**src/rtl/ipm2t_hssthp_hpll_lock_supervisor.sv**
```systemverilog
// HSSTHP HPLL lock supervisor.
// Holds the HPLL reset FSM in reset for a fixed pulse, waits for its done flag,
// then watches the synchronized lock indicator. A filtered loss of lock or a
// done timeout is a failed attempt that re-runs bring-up, up to MAX_RETRY times.
module ipm2t_hssthp_hpll_lock_supervisor #(
  parameter int unsigned FREE_CLOCK_FREQ     = 100,
  parameter int unsigned RST_PULSE_CYCLES    = FREE_CLOCK_FREQ,
  parameter int unsigned LOCK_FILTER_CYCLES  = 2 * FREE_CLOCK_FREQ,
  parameter int unsigned DONE_TIMEOUT_CYCLES = 50 * FREE_CLOCK_FREQ,
  parameter int unsigned MAX_RETRY           = 3,
  parameter int unsigned CNTR_WIDTH          = 16
) (
  input  logic       clk,
  input  logic       rst_n,
  input  logic       pll_lock,
  input  logic       hpll_done,
  input  logic       force_recal,
  output logic       o_hpll_fsm_rst_n,
  output logic       o_hpll_ready,
  output logic       o_lol_event,
  output logic [1:0] o_retry_cnt,
  output logic       o_hpll_fail
);

  typedef enum logic [2:0] {
    StReset    = 3'd0,
    StWaitDone = 3'd1,
    StRun      = 3'd2,
    StLolFilt  = 3'd3,
    StFail     = 3'd4
  } state_e;

  localparam logic [CNTR_WIDTH-1:0] RstLast  = CNTR_WIDTH'(RST_PULSE_CYCLES - 1);
  localparam logic [CNTR_WIDTH-1:0] DoneLast = CNTR_WIDTH'(DONE_TIMEOUT_CYCLES - 1);
  // The first low lock sample is taken in StRun, so the filter state needs one fewer.
  localparam logic [CNTR_WIDTH-1:0] FiltLast = CNTR_WIDTH'(LOCK_FILTER_CYCLES - 2);
  localparam logic [CNTR_WIDTH-1:0] TimerMax = {CNTR_WIDTH{1'b1}};
  localparam logic [1:0]            RetryMax = 2'(MAX_RETRY);

  state_e                state;
  logic [CNTR_WIDTH-1:0] timer;
  logic                  lock_meta;
  logic                  lock_s;
  logic                  retry_exhausted;

  assign retry_exhausted = (o_retry_cnt == RetryMax);

  // Lock synchronizer, bring-up FSM, timer and registered outputs.
  always_ff @(posedge clk) begin
    if (!rst_n) begin
      state            <= StReset;
      timer            <= '0;
      lock_meta        <= 1'b0;
      lock_s           <= 1'b0;
      o_hpll_fsm_rst_n <= 1'b0;
      o_hpll_ready     <= 1'b0;
      o_lol_event      <= 1'b0;
      o_retry_cnt      <= 2'd0;
      o_hpll_fail      <= 1'b0;
    end else begin
      lock_meta   <= pll_lock;
      lock_s      <= lock_meta;
      o_lol_event <= 1'b0;
      if (timer != TimerMax) begin
        timer <= timer + CNTR_WIDTH'(1);
      end

      if (force_recal && (state != StReset)) begin
        // Manual restart: wipes the retry history and any sticky failure.
        state            <= StReset;
        timer            <= '0;
        o_retry_cnt      <= 2'd0;
        o_hpll_fail      <= 1'b0;
        o_hpll_fsm_rst_n <= 1'b0;
        o_hpll_ready     <= 1'b0;
      end else begin
        case (state)
          StReset: begin
            if (timer == RstLast) begin
              state            <= StWaitDone;
              timer            <= '0;
              o_hpll_fsm_rst_n <= 1'b1;
            end
          end

          StWaitDone: begin
            if (hpll_done) begin
              state        <= StRun;
              timer        <= '0;
              o_hpll_ready <= 1'b1;
              o_retry_cnt  <= 2'd0;
            end else if (timer == DoneLast) begin
              timer            <= '0;
              o_hpll_fsm_rst_n <= 1'b0;
              o_hpll_ready     <= 1'b0;
              if (retry_exhausted) begin
                state       <= StFail;
                o_hpll_fail <= 1'b1;
              end else begin
                state       <= StReset;
                o_retry_cnt <= o_retry_cnt + 2'd1;
              end
            end
          end

          StRun: begin
            if (!lock_s) begin
              state <= StLolFilt;
              timer <= '0;
            end else if (!hpll_done) begin
              // HPLL FSM dropped done on its own: wait again, not a retry.
              state        <= StWaitDone;
              timer        <= '0;
              o_hpll_ready <= 1'b0;
            end
          end

          StLolFilt: begin
            if (lock_s) begin
              state <= StRun;
              timer <= '0;
            end else if (timer == FiltLast) begin
              // Expiry outranks a falling done so the LOL is always reported.
              o_lol_event      <= 1'b1;
              timer            <= '0;
              o_hpll_fsm_rst_n <= 1'b0;
              o_hpll_ready     <= 1'b0;
              if (retry_exhausted) begin
                state       <= StFail;
                o_hpll_fail <= 1'b1;
              end else begin
                state       <= StReset;
                o_retry_cnt <= o_retry_cnt + 2'd1;
              end
            end else if (!hpll_done) begin
              state        <= StWaitDone;
              timer        <= '0;
              o_hpll_ready <= 1'b0;
            end
          end

          StFail: begin
            o_hpll_fsm_rst_n <= 1'b0;
            o_hpll_ready     <= 1'b0;
          end

          default: begin
            state            <= StReset;
            timer            <= '0;
            o_hpll_fsm_rst_n <= 1'b0;
            o_hpll_ready     <= 1'b0;
          end
        endcase
      end
    end
  end

endmodule

```
**config.mk**
```make
export PLATFORM = sky130hd
export DESIGN_NAME = ipm2t_hssthp_hpll_lock_supervisor
export DESIGN_NICKNAME = d
export VERILOG_FILES = /design/src/rtl/ipm2t_hssthp_hpll_lock_supervisor.sv
export SDC_FILE = /design/constraint.sdc
export NUM_CORES = 1
export LEC_CHECK = 0
export CAP_MARGIN = 15
export CORE_MARGIN = 10
export CORE_UTILIZATION = 55
export CTS_BUF_LIST = sky130_fd_sc_hd__clkbuf_4
export DETAILED_ROUTE_END_ITERATION = 16
export GPL_ROUTABILITY_DRIVEN = 0
export PLACE_DENSITY_LB_ADDON = 0.12
export RECOVER_POWER = 100
export SYNTH_ARGS = -nofsm -noshare
export SYNTH_HDL_FRONTEND = slang
export SYNTH_SLANG_ARGS = --single-unit
export TNS_END_PERCENT = 10
```
**constraint.sdc**
```tcl
create_clock -name clk -period 3.79 [get_ports clk]
set_clock_uncertainty 0.15 [all_clocks]
set_input_delay 0.5685 -clock clk [delete_from_list [all_inputs] [get_ports clk]]
set_output_delay 0.5685 -clock clk [all_outputs]
set_load 0.05 [all_outputs]
```
# After elaboration in Yosys (flattened, before gate mapping)
# Index checks and enable logic that the tools add are counted.
dict set report classes {
  addsub 2
  eq_ne 16
  mux 43
  n_bitwise 5
  reduce_logical 11
}
# operator n
set op_table {}
lappend op_table {{16-bit two-way mux} 8}
lappend op_table {{16-bit case mux with 5 select lines} 1}
lappend op_table {{3-bit two-way mux} 8}
lappend op_table {{16-bit by 1-bit adder with 16-bit output, second input constant} 1}
lappend op_table {{16-bit by 13-bit == test with 1-bit output, second input constant} 1}
lappend op_table {{16-bit by 7-bit == test with 1-bit output, second input constant} 1}
lappend op_table {{16-bit by 8-bit == test with 1-bit output, second input constant} 1}
lappend op_table {{1-bit two-way mux} 16}
lappend op_table {{16-bit != test, second input constant} 1}
lappend op_table {{3-bit case mux with 5 select lines} 1}
lappend op_table {{2-bit != test, second input constant} 6}
lappend op_table {{2-bit two-way mux} 5}
lappend op_table {{1-bit case mux with 4 select lines} 2}
lappend op_table {{4-bit AND reduction} 2}
lappend op_table {{3-bit by 2-bit == test with 1-bit output, second input constant} 2}
lappend op_table {{6-bit AND reduction} 1}
lappend op_table {{1-bit NOT} 5}
lappend op_table {{5-bit AND reduction} 1}
lappend op_table {{2-bit case mux with 2 select lines} 1}
lappend op_table {{4-bit OR reduction} 1}
lappend op_table {{3-bit by 1-bit == test with 1-bit output, second input constant} 1}
lappend op_table {{3-bit == test, second input constant} 1}
lappend op_table {{3-bit zero test} 1}
lappend op_table {{3-bit != test, second input constant} 1}
lappend op_table {{other kinds (8)} 8}
dict set report word_totals {
  regBits 27
  input_bits 5
}

# Depth between registers and ports, before layout
dict set report depth {
  depth_word 6
  mapped_depth 8
}

# Worst setup path after synthesis
# Ideal clock, no wire load.
dict set report synth_path {
  path_kind {reg-to-reg}
  start {register timer[0]}
  end {register o_hpll_fail}
  setup_ps 59
  arrival_time_ps 1824
  t_required_ps 3581
  slack_ps 1756
  stages_incl_launch_ff 7
  n_path_buf 0
  cell_sequence {dfxtp_1 -> ha_1 -> and4b_1 -> nand4_1 -> o311a_1 -> or4_4 -> nand2_1}
}
dict set report synth_between {
  elab_chain_cells 3
}
# element line_no
set synth_rtl {}
lappend synth_rtl {{from (decl)} 41} ;# logic [CNTR_WIDTH-1:0] timer;
lappend synth_rtl {{from (signal assigned)} 65} ;# timer <= timer + CNTR_WIDTH'(1);
lappend synth_rtl {{16-bit by 8-bit == test with 1-bit output or 16-bit by 13-bit == test with 1-bit output (tied branches)} {122, 92}}
lappend synth_rtl {{2-bit != test (no line)} --}
lappend synth_rtl {{5-bit AND reduction (no line) *} --}
lappend synth_rtl {{to (signal assigned)} 73} ;# o_hpll_fail <= 1'b0;
lappend synth_rtl {{to (signal assigned)} 98} ;# o_hpll_fail <= 1'b1;
lappend synth_rtl {{to (signal assigned)} 130} ;# o_hpll_fail <= 1'b1;
lappend synth_rtl {{to (decl)} 22} ;# output logic o_hpll_fail
# Every way passes the cells marked *; elsewhere a longest branch is shown, timed or not.
# A chain may end at the register's enable or synchronous reset.

# Final worst setup path
dict set report layout_path {
  start {register timer[1]}
  end {register timer[14]}
}
dict set report layout_between {
  elab_chain_cells 6
}
# element line_no
set layout_rtl {}
lappend layout_rtl {{16-bit by 1-bit adder with 16-bit output or 16-bit != test (tied branches)} {65, 64}}
lappend layout_rtl {{16-bit two-way mux} 64} ;# if (timer != TimerMax) begin
lappend layout_rtl {{16-bit two-way mux} {110, 135}}
lappend layout_rtl {{16-bit two-way mux} 122} ;# end else if (timer == FiltLast) begin
lappend layout_rtl {{16-bit two-way mux} 119} ;# if (lock_s) begin
lappend layout_rtl {{16-bit case mux with 5 select lines *} 77} ;# case (state)
# Marked as above.

==> out/results.txt <==
Endpoint kind of the worst setup timing path: a flop. The number of cells on the worst reg-to-reg path is 6. The upper clock frequency limit was 343.8 MHz; the number of endpoints failing setup at the final stage was 0.

The clock net in this run drives a total of 27 sinks. Setup repair after global routing left no endpoint under its margin. Of all nets on the critical path, the largest fanout is 16. The fraction of power consumed by combinational cells was 7.2%.

The maximum buffer depth of the clock tree is 2, and the H-tree depth is 1. The count of buffers from port buffering is 10, and the count of vias placed by the detailed router is 1503. The final core area utilization came out at 61.55%.

Once placement completed, the tool counted placed cells totaling 228. The detailed-route wire length is 3.866 mm, and the initial standard-cell utilization of the core is 58.52%. The worst path uses 76.76% of the clock period. The total nets after synthesis was 202; the required time of the critical path was 3840 ps.

After clock tree synthesis, the setup repair step added 0 buffers. The cell with the largest stage delay on the worst path is sky130_fd_sc_hd__nor4b_1. Type of element launching the critical path: a flop. The total area inside the core boundary comes to 2805 um^2. The logs give 6.575 mm for the first-pass GRT wire length and 0 for the number of endpoints with negative hold slack in the final report. The critical path class was flop to flop. Clock tree synthesis inserted a total of 3 buffers.

The final critical delay including setup and external delays came out at 2909 ps. The top cell types in the final layout, fill and taps aside, are sky130_fd_sc_hd__dfxtp_1 (27), sky130_fd_sc_hd__nand2_1 (19), sky130_fd_sc_hd__a21oi_1 (19), sky130_fd_sc_hd__nand3_1 (16), sky130_fd_sc_hd__nor2_1 (10). For the worst setup path, the data arrival time is 2960 ps. Dividing the detail-routed via count by the number of cells gives 6.478. The die covers 5570 um^2. The tools report the launch point of the worst hold path as o_hpll_fail. The setup TNS was 0 ps; the total power density per cell area was 268.4 nW/um^2. The run gives 14.72% as the overall global routing resource usage. The slew of the pin with the lowest slew margin works out to 947.1 ps. The tools report the design internal power as 0.3462 mW. Buffers inserted to repair hold after CTS numbered 0. The layout overhead on the synthesized area came out at 5.183%.

The run finished with clean final reports. The worst hold endpoint is o_hpll_fail. The critical path goes through ha_1, nand3_1, nor4b_1, a211oi_1, o221ai_2, a221oi_1.

In the synthesized netlist the async set-or-reset flop fraction comes to 0%. The Yosys step of the flow raised 0 warnings. TritonCTS built the clock tree. For the synthesized instance count, the log shows 195. The maximum number of pins on one net before global-route repair is 18. For the filler cell count in the final layout, the log shows 274. Once the clock tree was built, the resizer swapped 0 gates to a different size. Sequential cells were found to cover 32.93% of the synthesized design area. Summed over all nets, the half-perimeter wirelength after detailed placement is 2.826 mm. Cells with a size suffix above 1 make up 7.463% of the layout.

For the number of global-route vias before repair, the log shows 1410. For this run, design rule violations remaining after detail routing come to 0. Average detailed-routed wire length per instance: 16.66 um. The clock network accounts for 29.4% of the total power. Across the run, the number of max-cap violations was 0. The number of antenna diodes in the final layout is 0. The class of the tightest hold or removal check was flop to flop. The largest single stage delay on the critical path is 820 ps.

The logs give 0 for the initial antenna violation count and 19 for the standard-cell row count. The tools report the destination of the worst register-to-register timing path as timer[14]. For the post-synth design cell area, the log shows 1642 um^2.

The first TritonRoute pass finished after 4 iterations. Net switching fraction of the power: 25.29%. Counting flops and latches in the post-synthesis netlist gives 27. The insertion delay of the later-clocked pin in the worst-skew pair was 340 ps; the net total in the final layout was 209. From left edge to right edge, the die measures 74.63 um. The count of non-filler cells in the finished layout was 232; the total chip power was 0.4634 mW.

Summed over all layers, the global routing overflow is 0. Predominant post-synthesis flop cell: sky130_fd_sc_hd__dfxtp_1. For the net switching power figure, the log shows 0.1172 mW. In this run the clock root is driven by a sky130_fd_sc_hd__clkbuf_4. For this design the top-level I/O count stands at 11. The tools report the antenna violation net count after detailed routing as 0. The tightest slew margin relative to the limit was 35.97%. In this design, the largest share of critical-path delay is due to compound AO/OA/AOI/OAI gates.

The detailed router finished its first iteration with 244 violations. Leaving out fill and tap cells, the most frequent cell in the layout is sky130_fd_sc_hd__dfxtp_1. The buffering stage count on the worst path with inverters included is 0, and the worst reg-to-reg setup slack is 880 ps.

The worst register-to-register path begins at timer[1]. Number of slew-limit violations in the final report: 0. The leakage power figure came out at 0.5992 nW.

The share of power burned in registers was 63.4%; the number of stages on the worst hold path was 2. Yosys mapped a number of flops with a built-in enable equal to 0. The number of library cell types mapped by synthesis was 51; the average cell area after synthesis was 8.418 um^2.

Across the VDD grid, the largest voltage drop is 0.0002196 V. The die boundary height came out at 74.63 um. Clock-pin slew was measured on the worst setup and hold paths at 160 ps.
[worst max path at each step]
| stage | from | endpoint | slack, ps | cells after the start |
|---|---|---|---|---|
| final | timer[1] | timer[14] | 880 | 6 |
| after global routing | timer[1] | timer[14] | 630 | 6 |
| after CTS | timer[0] | timer[14] | 1290 | 6 |
| after detailed placement | hpll_done | timer[14] | 1200 | 5 |
| after global placement | hpll_done | timer[13] | 1280 | 5 |
| after floorplan | timer[0] | o_hpll_fail | 1760 | 6 |
[power groups by stage]
stage	sequential (mW)	clock, mW	combinational (mW)
finish	0.294	0.136	0.0336
global route	0.295	0.150	0.0376
CTS	0.294	0.141	0.0335
detailed placement	0.300	0	0.0332
global placement	0.299	0	0.0317
floorplan	0.298	0	0.0234
[tightest hold or removal path, delay by kind of cell (launching register included)]
family | cells | cell delay [ps]
flip-flops | 1 | 340
AND/OR/NAND/NOR | 2 | 90
[layout make-up]
cell class                 instances  area, um^2  area share, %
tap                               31       38.79          2.246
clock buffer                       3       22.52          1.304
timing repair buffer              10       100.1          5.797
multi-input combinational        152       985.9          57.10
clock inverter                     1       8.758         0.5072
inverter                           8       30.03          1.739
sequential                        27       540.5          31.30
[metal layers]
metal	vias up	wire (um)	global-route usage [%]	part of all wire (%)
met2	43	1755	22.96	45
met4	0	46	4.412	1.2
met5	-	0	0	0
li1	737	-	-	-
met3	6	206	3.285	5.3
met1	717	1857	19.80	48
[state kept, by name, summed over array words and instances (netlist names)]
| signal | flops |
|---|---|
| lock_meta | 1 |
| lock_s | 1 |
| o_hpll_fail | 1 |
| o_hpll_fsm_rst_n | 1 |
| o_hpll_ready | 1 |
| o_lol_event | 1 |
| o_retry_cnt | 2 |
| state | 3 |
| timer | 16 |
[Yosys cell counts, types with 2 or more instances]
cell type / instances / area share [%]
sky130_fd_sc_hd__nor3_2: 2 / 1.2
sky130_fd_sc_hd__o21ai_0: 5 / 1.5
sky130_fd_sc_hd__o21ai_1: 2 / 0.61
sky130_fd_sc_hd__nand2_1: 19 / 4.3
sky130_fd_sc_hd__xnor2_1: 8 / 4.3
sky130_fd_sc_hd__dfxtp_1: 27 / 33
sky130_fd_sc_hd__nor2_1: 10 / 2.3
sky130_fd_sc_hd__a21oi_1: 19 / 5.8
sky130_fd_sc_hd__nor3_1: 4 / 1.2
sky130_fd_sc_hd__a31oi_1: 3 / 1.1
sky130_fd_sc_hd__nor4_1: 4 / 1.5
sky130_fd_sc_hd__nor4bb_1: 2 / 1.2
sky130_fd_sc_hd__nand2b_1: 3 / 1.1
sky130_fd_sc_hd__buf_6: 2 / 1.4
sky130_fd_sc_hd__nand3_1: 16 / 4.9
sky130_fd_sc_hd__and2_1: 5 / 1.9
sky130_fd_sc_hd__buf_4: 2 / 0.91
sky130_fd_sc_hd__buf_2: 2 / 0.61
sky130_fd_sc_hd__nand4_1: 4 / 1.5
sky130_fd_sc_hd__a221oi_1: 3 / 1.6
sky130_fd_sc_hd__mux2i_1: 3 / 1.8
sky130_fd_sc_hd__and3_1: 5 / 1.9
sky130_fd_sc_hd__a211oi_1: 8 / 3.7
sky130_fd_sc_hd__ha_1: 2 / 1.5
sky130_fd_sc_hd__nor4b_4: 2 / 2.9
sky130_fd_sc_hd__inv_1: 8 / 1.8
[cell families after synthesis]
logic type / after synthesis / synth area share (%)
AO/OA/AOI/OAI: 53 / 22.49
XOR/XNOR: 8 / 4.268
adder cells (fa/ha/maj): 2 / 1.524
buffers and inverters: 16 / 5.868
flip-flops: 27 / 32.93
multiplexers: 3 / 1.829
AND/OR/NAND/NOR: 86 / 31.10
[stage by stage]
step	setup WS, ps	cell area, um^2	hold slack (ps)
2_1_floorplan	1756	1642	261.8
3_3_place_gp	1276	1714	276.0
3_5_place_dp	1201	1714	283.3
4_1_cts	1288	1745	306.7
5_1_grt	633.9	1727	327.1
6_report	881.0	1727	296.3
(Power assumes the default switching activity.)
